### src/rtl/cnf_patch_eval.sv
// Sequential CNF evaluator: scans one programmable OR-clause per cycle and ANDs the results.
// Optional build macro CNF_EARLY_EXIT_EN stops the scan at the first failing clause.
module cnf_patch_eval #(
  parameter int NUM_IN     = 4,
  parameter int NUM_CLAUSE = 8,
  parameter int CLS_AW     = $clog2(NUM_CLAUSE)
) (
  input  logic              clk,
  input  logic              rst,
  input  logic              cfg_we,
  input  logic [CLS_AW-1:0] cfg_addr,
  input  logic              cfg_en,
  input  logic [NUM_IN-1:0] cfg_pos,
  input  logic [NUM_IN-1:0] cfg_neg,
  input  logic              start,
  input  logic [NUM_IN-1:0] in_vec,
  output logic              busy,
  output logic              done,
  output logic              result,
  output logic [CLS_AW-1:0] fail_idx
);

  typedef enum logic [1:0] {S_IDLE, S_EVAL, S_DONE} state_t;

  state_t state, state_nxt;

  logic [NUM_CLAUSE-1:0] en_q;
  logic [NUM_IN-1:0]     pos_q [NUM_CLAUSE];
  logic [NUM_IN-1:0]     neg_q [NUM_CLAUSE];
  logic [NUM_IN-1:0]     x_q;
  logic [CLS_AW-1:0]     idx_q;
  logic [CLS_AW-1:0]     fcap_q;
  logic                  acc_q;
  logic                  cls_val;
  logic                  last_cls;
  logic                  cfg_wr;

  // A disabled clause is forced true; an enabled clause with empty masks is false.
  assign cls_val  = ~en_q[idx_q] | (|(pos_q[idx_q] & x_q)) | (|(neg_q[idx_q] & ~x_q));
  assign last_cls = (idx_q == CLS_AW'(NUM_CLAUSE - 1));
  assign cfg_wr   = cfg_we && (state == S_IDLE);

  // NOTE: sequential state uses non-blocking assignments so every register samples pre-edge values.
  always_ff @(posedge clk or posedge rst) begin
    if (rst) state <= S_IDLE;
    else     state <= state_nxt;
  end

  // NOTE: every combinational output gets a default first so no latch is inferred.
  always_comb begin
    state_nxt = state;
    unique case (state)
      S_IDLE: if (start) state_nxt = S_EVAL;
      S_EVAL: begin
`ifdef CNF_EARLY_EXIT_EN
        if (last_cls || !cls_val) state_nxt = S_DONE;
`else
        if (last_cls) state_nxt = S_DONE;
`endif
      end
      S_DONE: state_nxt = S_IDLE;
      default: state_nxt = S_IDLE;
    endcase
  end

  always_comb begin
    busy = 1'b0;
    done = 1'b0;
    unique case (state)
      S_EVAL:  busy = 1'b1;
      S_DONE:  done = 1'b1;
      default: ;
    endcase
  end

  always_ff @(posedge clk or posedge rst) begin
    if (rst) begin
      x_q      <= '0;
      idx_q    <= '0;
      fcap_q   <= '0;
      acc_q    <= 1'b1;
      result   <= 1'b0;
      fail_idx <= '0;
    end else begin
      if (state == S_IDLE && start) begin
        x_q    <= in_vec;
        idx_q  <= '0;
        fcap_q <= '0;
        acc_q  <= 1'b1;
      end else if (state == S_EVAL) begin
        acc_q <= acc_q & cls_val;
        if (acc_q && !cls_val) fcap_q <= idx_q;
        if (!last_cls) idx_q <= idx_q + 1'b1;
        // Results are published on entry to DONE and then held until the next run completes.
        if (state_nxt == S_DONE) begin
          result   <= acc_q & cls_val;
          fail_idx <= (acc_q && !cls_val) ? idx_q : fcap_q;
        end
      end
    end
  end

  // Only the enable bits need a defined reset value; a disabled clause ignores its masks.
  always_ff @(posedge clk or posedge rst) begin
    if (rst)         en_q           <= '0;
    else if (cfg_wr) en_q[cfg_addr] <= cfg_en;
  end

  // NOTE: the mask table has no reset so it can map onto plain storage without a reset network.
  always_ff @(posedge clk) begin
    if (cfg_wr) begin
      pos_q[cfg_addr] <= cfg_pos;
      neg_q[cfg_addr] <= cfg_neg;
    end
  end

endmodule
### config.mk
export PLATFORM = sky130hd
export DESIGN_NAME = cnf_patch_eval
export DESIGN_NICKNAME = d
export VERILOG_FILES = /design/src/rtl/cnf_patch_eval.sv
export SDC_FILE = /design/constraint.sdc
export NUM_CORES = 1
export LEC_CHECK = 0
export CORE_MARGIN = 3
export CORE_UTILIZATION = 40
export CTS_CLUSTER_DIAMETER = 120
export DETAILED_ROUTE_END_ITERATION = 7
export DONT_BUFFER_PORTS = 1
export HOLD_SLACK_MARGIN = 0.02
export PLACE_DENSITY = 0.55
export SYNTH_ARGS = -nofsm -noshare
export SYNTH_HDL_FRONTEND = slang
export SYNTH_SLANG_ARGS = --single-unit
### constraint.sdc
create_clock -name clk -period 3.8 [get_ports clk]
set_input_delay 0.76 -clock clk [delete_from_list [all_inputs] [get_ports clk]]
set_output_delay 0.76 -clock clk [all_outputs]
set_load 0.03 [all_outputs]
==> out/qor.csv <==
stage,metric,value,unit
outcome,status,completed,
layout,final design area excluding fillers,0.00407,mm²
global_routing,vias in the first global route,1905,
worst_setup_path,CP Launch Type,flop,
layout,share of cells above drive strength 1,25.3,%
clock_network,CTS tree,yes,
place,HPWL after detailed placement,4630,µm
synthesis,Gate Count Post-Synth,216,
floorplanning,Vert. Die Dim,103,µm
synthesis,mean post-synth cell area,17.4,µm²
power,PwrDens,659,mW/mm²
clock_network,worst skew pair latency,0.35,ns
clock_network,Root Driver,clkbuf_8,
drt,post-route ant nets,0,
drt,vias per cell,5.45,
sta,Final Slew Violations,0,
clock_network,clk slew on worst S/H paths,0.09,ns
drt,vias after detailed routing,1859,
sta,Relative slew margins,37.8,%
place,Cells after DPL,325,
synthesis,syn nets,238,
worst_setup_path,WP data arrival,2.97,ns
layout,# fillers,767,
place,pre-CTS WS,1.05,ns
layout,nets,250,
min_path,hold crit path type,in2async,
sta,max frequency,0.366,GHz
sta,Hold Fails Final Rpt,0,
synthesis,commonest register cell after synthesis,edfxtp_1,
floorplanning,die area,0.0106,mm²
layout,n_diodes,0,
synthesis,Unique masters post-synth,42,
layout,Layout Area Growth over Synthesis,8.05,%
sta,final hold slack,0.497,ns
sta,TNS Setup,0,ns
worst_setup_path,CP max-delay cell,dfrtp_1,
place,Placed Area,0.00387,mm²
clock_network,TritonCTS buffer count,9,
layout,Finished Layout Cells,341,
floorplanning,boundary pin count,26,
clock_network,CTS Buffer Depth,2,
power,Lkg Pwr,0.00148,µW
sta,Worst-Margin Slew,0.932,ns
clock_network,Post-CTS Hold Buffers,0,
global_routing,initial antenna violation count,1,
sta,final setup vio count,0,
sta,final clock skew,0.00876,ns
drt,initial drt markers,69,
sta,fin crit share,72.0,%
worst_setup_path,"Buf+Inv Stages, Crit Path",1,
synthesis,"FFs w/ async S/R, synth",28.1,%
synthesis,Synth Cell Area,0.00376,mm²
worst_setup_path,Crit Path Class,reg2reg,
synthesis,sequential fraction of the synthesis area,67.7,%
global_routing,pin count of the biggest net entering global routing,26,
clock_network,Clock Sink Count,89,
flow_run,max-cap viol count,0,
drt,total wire length,7080,µm
drt,DR WL/cell,20.8,µm
clock_network,post-cts sizing count,0,
sta,RSZ-0062 raised after global routing,no,
drt,Pre-antenna DRT Iters,4,
floorplanning,core box area,0.00893,mm²
worst_setup_path,worst path required time,4.03,ns
synthesis,register bit count reported by yosys,89,
worst_setup_path,"Critical Path, Cell by Cell",buf_4 -> mux4_1 -> mux2i_1 -> o22a_2 -> nand4_2 -> mux2_2,
place,GPL Wtd Cong,0.788,
drt,DRC,0,
clock_network,setup bufs post-CTS,0,
worst_setup_path,Critical Path End Type,flop,
worst_setup_path,CP max FO,14,
power,VDD IR-drop max,0.198,mV
floorplanning,width of the die,103,µm
floorplanning,Initial Util,42.1,%
worst_setup_path,"CP delay by family, top",multiplexers,
place,Port Buffers,0,
global_routing,first-pass GRT wire length,11000,µm
worst_setup_path,CP max stage delay,0.80,ns
sta,final worst setup slack,1.07,ns
global_routing,gr ovfl total,0,
synthesis,Post-synth EDFFs,64,
sta,Final Critical Period,2.73,ns
global_routing,GRT Util Overall,14.6,%
floorplanning,Rows,34,
clock_network,H-Tree Depth,3,
synthesis,Yosys Warn Count,0,
==> final timing paths <==
kind / from / end / slack [ns] / depth (start not counted)
min: rst / en_q[7] / 0.50 / 1
min in group clk: cfg_neg[1] / neg_q[3][1] / 0.50 / 0
min reg2reg: en_q[1] / en_q[1] / 0.51 / 1
max reg2reg: idx_q[0] / fcap_q[0] / 1.07 / 6
max: idx_q[0] / fcap_q[0] / 1.07 / 6
max in group asynchronous: rst / fcap_q[0] / 2.72 / 1
==> routing by layer <==
metal	GRT usage, %	up-vias	part of all wire (%)
met5	0	-	0.13
met4	4.48	2	0.51
met3	5.28	4	4.9
met2	21.3	31	47
met1	20.7	950	48
li1	-	872	-
==> worst reg2reg max path, cell delays in order (launching register included) <==
cell and delay (ns):
dfrtp_1 0.80, buf_4 0.38, mux4_1 0.58, mux2i_1 0.18, o22a_2 0.24, nand4_2 0.16, mux2_2 0.30
==> registers in the layout (all words and copies together) (netlist names) <==
signal / flops
neg_q: 32
pos_q: 32
en_q: 8
x_q: 4
fail_idx: 3
fcap_q: 3
idx_q: 3
state: 2
acc_q: 1
result: 1
==> synthesized netlist by cell type, types with 2 or more instances <==
library cell	n	share of area [%]
nor2b_1	3	0.50
nand3_1	5	0.67
edfxtp_1	64	51
a221oi_1	2	0.47
mux4_2	2	1.2
mux2_2	20	6.0
mux4_1	11	7.7
inv_1	4	0.40
nand2_1	9	0.90
a21oi_1	4	0.53
nand2b_1	4	0.67
a31o_2	3	0.70
dfrtp_1	24	16
nor3_1	3	0.40
nor2_1	13	1.3
clkbuf_8	2	0.73
o21ai_0	3	0.40
mux2i_1	9	2.4
ha_1	2	0.67
a32o_1	3	0.80
o221ai_1	2	0.47
buf_6	3	0.90
a2bb2oi_1	2	0.47
==> per-stage QoR <==
step | power [µW] | utilization, %
floorplan | 1960 | -
global placement | 2080 | 43.3
detailed placement | 2080 | 43.3
CTS | 2710 | 45.5
global route | 2850 | 45.5
finish | 2680 | 45.5
==> placed cells by master, fill, tap and decap left out, types with 5 or more instances in the layout <==
cell / n
mux2i_1: 9
dfrtp_1: 24
nand3_1: 5
clkbuf_8: 9
buf_4: 8
edfxtp_1: 64
nor2_1: 13
mux2_2: 20
nand2_1: 9
mux4_1: 11
==> kinds of logic (layout without fill, tap and decap cells) <==
| family | count (synthesis) | after routing | synth area share (%) |
|---|---|---|---|
| multiplexers | 42 | 42 | 17.3 |
| XOR/XNOR | 1 | 1 | 0.233 |
| AND/OR/NAND/NOR | 48 | 48 | 6.68 |
| flip-flops | 89 | 89 | 67.7 |
| buffers and inverters | 12 | 29 | 2.79 |
| AO/OA/AOI/OAI | 22 | 22 | 4.62 |
| adder cells (fa/ha/maj) | 2 | 2 | 0.665 |
==> layout make-up <==
type	count	area, µm²	share of cell area (%)
multi-input combinational	115	1110	27.3
clock buffer	9	124	3.05
timing repair buffer	8	60.1	1.48
sequential	89	2550	62.7
inverter	5	18.8	0.462
clock inverter	7	70.1	1.72
tap	108	135	3.32
==> power breakdown <==
group          internal (µW)  total, µW  switching [µW]
Sequential              1170       1360             193
Clock                    303        635             332
Combinational            365        680             315
Total                   1840       2680             839
No activity file was read; power rests on OpenSTA's default activity.
